[config.mk]
export PLATFORM = sky130hd
export DESIGN_NAME = rng_scheduler
export DESIGN_NICKNAME = d
export VERILOG_FILES = /design/src/rtl/rng_scheduler.sv
export SDC_FILE = /design/constraint.sdc
export NUM_CORES = 1
export LEC_CHECK = 0
export CORE_MARGIN = 1.5
export CORE_UTILIZATION = 35
export CTS_BUF_LIST = sky130_fd_sc_hd__clkbuf_16
export DETAILED_ROUTE_END_ITERATION = 7
export PLACE_DENSITY_LB_ADDON = 0.25
export SLEW_MARGIN = 0
export SYNTH_ARGS = -nofsm -noshare
export SYNTH_HDL_FRONTEND = slang
export SYNTH_SLANG_ARGS = --single-unit
[constraint.sdc]
create_clock -name clk -period 2.3 [get_ports clk]
set_clock_uncertainty 0.05 [all_clocks]
set_input_delay 0.69 -clock clk [delete_from_list [all_inputs] [get_ports clk]]
set_output_delay 0.69 -clock clk [all_outputs]
set_load 0.03 [all_outputs]
[src/rtl/rng_scheduler.sv]
// Round-robin scheduler that hands out 16-bit Fibonacci LFSR words to up to
// four requesters, with seed loading and a full-period wrap indicator.
module rng_scheduler #(
  parameter int          NREQ     = 4,
  parameter logic [15:0] RST_SEED = 16'hACE1
) (
  input  logic                     clk,
  input  logic                     rst_n,
  input  logic                     seed_load_i,
  input  logic [15:0]              seed_i,
  input  logic [NREQ-1:0]          req_i,
  output logic [NREQ-1:0]          gnt_o,
  output logic [15:0]              rnd_o,
  output logic                     rnd_valid_o,
  output logic [$clog2(NREQ)-1:0]  rnd_id_o,
  output logic                     wrap_o,
  output logic                     busy_o
);

  // state | meaning
  // IDLE  | no grant issued this cycle, LFSR free-running
  // GRANT | grant issued this cycle, LFSR free-running
  // SEED  | seed load cycle, LFSR held
  typedef enum logic [1:0] {
    IDLE  = 2'd0,
    GRANT = 2'd1,
    SEED  = 2'd2
  } state_e;

  localparam int IDW = $clog2(NREQ);

  state_e             state_q, state_d;
  logic [15:0]        lfsr_q, lfsr_d;
  logic [15:0]        cnt_q, cnt_d;
  logic [IDW-1:0]     ptr_q, ptr_d;
  logic [NREQ-1:0]    gnt_q, gnt_d;
  logic [15:0]        rnd_q, rnd_d;
  logic [IDW-1:0]     rnd_id_q, rnd_id_d;
  logic               rnd_valid_q, rnd_valid_d;
  logic               wrap_q, wrap_d;

  logic               found;
  logic [IDW-1:0]     winner;
  logic [IDW-1:0]     idx;
  logic [15:0]        lfsr_step;

  assign lfsr_step = {lfsr_q[14:0], lfsr_q[15] ^ lfsr_q[13] ^ lfsr_q[12] ^ lfsr_q[10]};

  // Round-robin search starting just after the last winner.
  always_comb begin
    found  = 1'b0;
    winner = ptr_q;
    idx    = ptr_q;
    for (int i = 1; i <= NREQ; i++) begin
      idx = ptr_q + IDW'(i);
      if (!found && req_i[idx]) begin
        found  = 1'b1;
        winner = idx;
      end
    end
  end

  always_ff @(posedge clk or negedge rst_n) begin
    if (!rst_n) state_q <= IDLE;
    else        state_q <= state_d;
  end

  always_comb begin
    state_d = IDLE;
    if (seed_load_i)            state_d = SEED;
    else if (state_q == SEED)   state_d = IDLE;
    else if (req_i != '0)       state_d = GRANT;
    else                        state_d = IDLE;
  end

  always_comb begin
    lfsr_d      = lfsr_q;
    cnt_d       = cnt_q;
    ptr_d       = ptr_q;
    gnt_d       = '0;
    rnd_d       = rnd_q;
    rnd_id_d    = rnd_id_q;
    rnd_valid_d = 1'b0;
    wrap_d      = 1'b0;

    if (seed_load_i) begin
      lfsr_d = (seed_i == 16'h0000) ? RST_SEED : seed_i;
      cnt_d  = '0;
    end else if (state_q != SEED) begin
      // A zero LFSR would lock up; recover to the reset seed.
      lfsr_d = (lfsr_q == 16'h0000) ? RST_SEED : lfsr_step;
      if (cnt_q == 16'hFFFE) begin
        cnt_d  = '0;
        wrap_d = 1'b1;
      end else begin
        cnt_d = cnt_q + 16'd1;
      end
      if (found) begin
        gnt_d         = '0;
        gnt_d[winner] = 1'b1;
        rnd_d         = lfsr_q;
        rnd_id_d      = winner;
        rnd_valid_d   = 1'b1;
        ptr_d         = winner;
      end
    end
  end

  always_ff @(posedge clk or negedge rst_n) begin
    if (!rst_n) begin
      lfsr_q      <= RST_SEED;
      cnt_q       <= '0;
      ptr_q       <= IDW'(NREQ - 1);
      gnt_q       <= '0;
      rnd_q       <= '0;
      rnd_id_q    <= '0;
      rnd_valid_q <= 1'b0;
      wrap_q      <= 1'b0;
    end else begin
      lfsr_q      <= lfsr_d;
      cnt_q       <= cnt_d;
      ptr_q       <= ptr_d;
      gnt_q       <= gnt_d;
      rnd_q       <= rnd_d;
      rnd_id_q    <= rnd_id_d;
      rnd_valid_q <= rnd_valid_d;
      wrap_q      <= wrap_d;
    end
  end

  assign gnt_o       = gnt_q;
  assign rnd_o       = rnd_q;
  assign rnd_id_o    = rnd_id_q;
  assign rnd_valid_o = rnd_valid_q;
  assign wrap_o      = wrap_q;
  assign busy_o      = (state_q == SEED);

endmodule

==> out/results.ini <==
[cts]
htree_num_levels=3
cts_tree=yes
clkLatencyLatePin_ns=0.33
clkSlewWorstSetupHoldPaths_ns=0.05
cts_buffer_depth=2
cts.sinks=60
numCtsBuffers=9
cts_hold_buf=0
cts_root_buf=clkbuf_16

[worst_setup_path]
r2r-start=cnt_q[0]
worst_r2r_endpoint=cnt_q[7]
worstPathMaxFanout=23
end_kind=primary output
reg2reg_depth=6
required_ns=1.56
regToRegSetupSlack_ns=0.44
critical_path_class=reg -> out
crit_arrival_ns=1.48
startpoint_type=register

[yosys]
synth_flop_cell=dfrtp_1
yosys.area.top_type=dfrtp_1
synth_area_um2=2810
ys_seq_elements=60
yosysWarnings=0
synthCells=267
netlist.area_leader.share_pct=44.5
yosysMostFrequentCell=dfrtp_1
synth-async-reset-ratio_pct=100
seq_area_frac_synth_pct=53.8
syn-num-nets=292
yosys-top-cells-count=dfrtp_1 (50), o21ai_0 (28), nand2_1 (20)
synth.area.top_cells=dfrtp_1 (44%), dfstp_2 (9.3%), mux2_2 (6.4%), o21ai_0 (5.0%), mux2i_1 (3.2%)
synth_edf_count=0
ys_types=45
postSynthAreaPerCell_um2=10.5

[timing]
fin_ws_ns=0.0773
fin_crit_ns=2.22
setup_viol_count_final=0
finalMaxSlewViolations=0
tightestPinTransition_ns=0.485
timing_hold_violations_final=0
finalSetupTns_ns=0
rsz0062_at_grt=no
slew_headroom_pct=67.6
fmax_mhz=450
min_period_over_period_pct=96.6

[floorplanning]
io_pins=48
rows=32
dieArea_um2=8580
die_y_um=92.6
coreArea_um2=7770
floorplan.initialDensity_pct=36.2
die_w_um=92.6

[finish]
antenna_cells=0
layout.cells.non_filler=430
final_util_pct=48.9
fin_area_um2=3800
final_net_count=348
drive_gt1_share_pct=18.3
final.fill_count=721
syn_to_final_growth_pct=35.1

[pwr]
peakVddDrop_v=0.000492
p_leak_uw=0.00153
power_density_nw_per_um2=912

[placed_design]
dp.cells=411
dp_slack_ns=-0.518
numPortBuffers=47
dpl.hpwl_um=4330
placed_area_um2=3430
gp_congestion=0.798

[route]
drc_errors=0
drtPass1Iterations=4
via_per_inst=5.27
drtAntennaViolNets=0
drt_iter0_markers=81
routedWlPerCell_um=15.1
num_vias=2264
finalWirelength_um=6490

[min_path]
hold_path.class=in -> async

[global_route]
grt_pass1_vias=2324
antenna_found_initial=0
grt_pass1_wl_um=11000
grt_usage_pct=16.5
overflow=0
grt_max_degree=61

[flow_run]
drv_cap=0

[status]
status=finished clean

metal layers:
layer  routed length (µm)  global-route usage [%]  vias up  part of all wire [%]
li1                     -                       -     1099                     -
met1                 3070                    20.9     1102                    47
met2                 3010                    27.3       52                    46
met3                  280                    3.94       11                   4.3
met4                  119                    6.57        0                   1.8
met5                    0                       0        -                     0
worst max-delay path by stage:
| stage | start | end | slack [ns] | cells after the start |
|---|---|---|---|---|
| detailed placement | req_i[3] | rnd_id_o[1] | -0.52 | 6 |
| global route | state_q[0] | busy_o | 0.01 | 4 |
| CTS | req_i[3] | rnd_o[11] | 0.04 | 5 |
| floorplan | state_q[0] | busy_o | 0.35 | 4 |
| finish | state_q[0] | busy_o | 0.08 | 4 |
| global placement | req_i[3] | rnd_id_o[1] | -0.49 | 6 |
registers in the layout, summed over array words and instances (netlist names):
signal	cells
lfsr_q	16
rnd_id_o	2
wrap_o	1
cnt_q	16
ptr_q	2
state_q	2
rnd_o	16
gnt_o	4
rnd_valid_o	1
power by group:
group | internal (µW) | switching, µW
clock network | 941 | 472
registers | 1210 | 112
logic | 342 | 387
repair_timing:
action,4_1_cts,5_1_grt
endpoints found under the setup margin,22,23
cloned,1,0
setup buffers,0,2
pin swaps,1,1
gates resized for setup,1,3
stage by stage:
stage	hold slack (ns)	total power (µW)
floorplan	0.344	1740
global placement	0.432	2050
detailed placement	0.437	2060
CTS	0.333	3490
global route	0.342	3620
finish	0.303	3470
worst max-delay path: stages, from the launching register on:
cell and delay, ns:
dfrtp_1 0.38, nand2b_1 0.17, inv_2 0.17, buf_8 0.23, buf_4 0.19
final cells by class:
type | count | area, µm² | area share, %
flip-flops and latches | 60 | 1510 | 39.8
multi-input cells | 190 | 1240 | 32.7
repair buffers | 59 | 589 | 15.5
clock buffers | 9 | 225 | 5.92
well taps | 102 | 128 | 3.36
clock inverters | 7 | 91.3 | 2.40
inverters | 3 | 11.3 | 0.296
cell usage in the layout (no fill, tap or decap), types with 3 or more instances in the layout:
master,instances
a21oi_1,13
and3_1,3
and4_1,5
buf_4,9
clkbuf_16,9
clkdlybuf4s50_1,45
clkinvlp_4,3
dfrtp_1,50
dfstp_2,10
mux2_2,16
mux2i_1,9
nand2_1,20
nand2b_1,3
nand3_1,12
nand4_1,4
nor2_1,15
nor3_1,6
nor4_1,10
o21ai_0,28
o22ai_1,7
or3_1,4
xnor2_1,4
xor2_1,4
logic make-up (layout without fill, tap and decap cells):
logic type                 count (synthesis)  after routing  share of synthesized area, %
and+or+nand+nor                           92             93                          17.7
adders and majority gates                  2              2                         0.890
buffers and inverters                     18             78                          2.80
AOI/OAI and AO/OA                         62             62                          12.6
DFF                                       60             60                          53.8
xor gates and xnor gates                   8              8                          2.49
muxes                                     25             25                          9.61
Note: power is estimated with default switching activity, not from simulation.
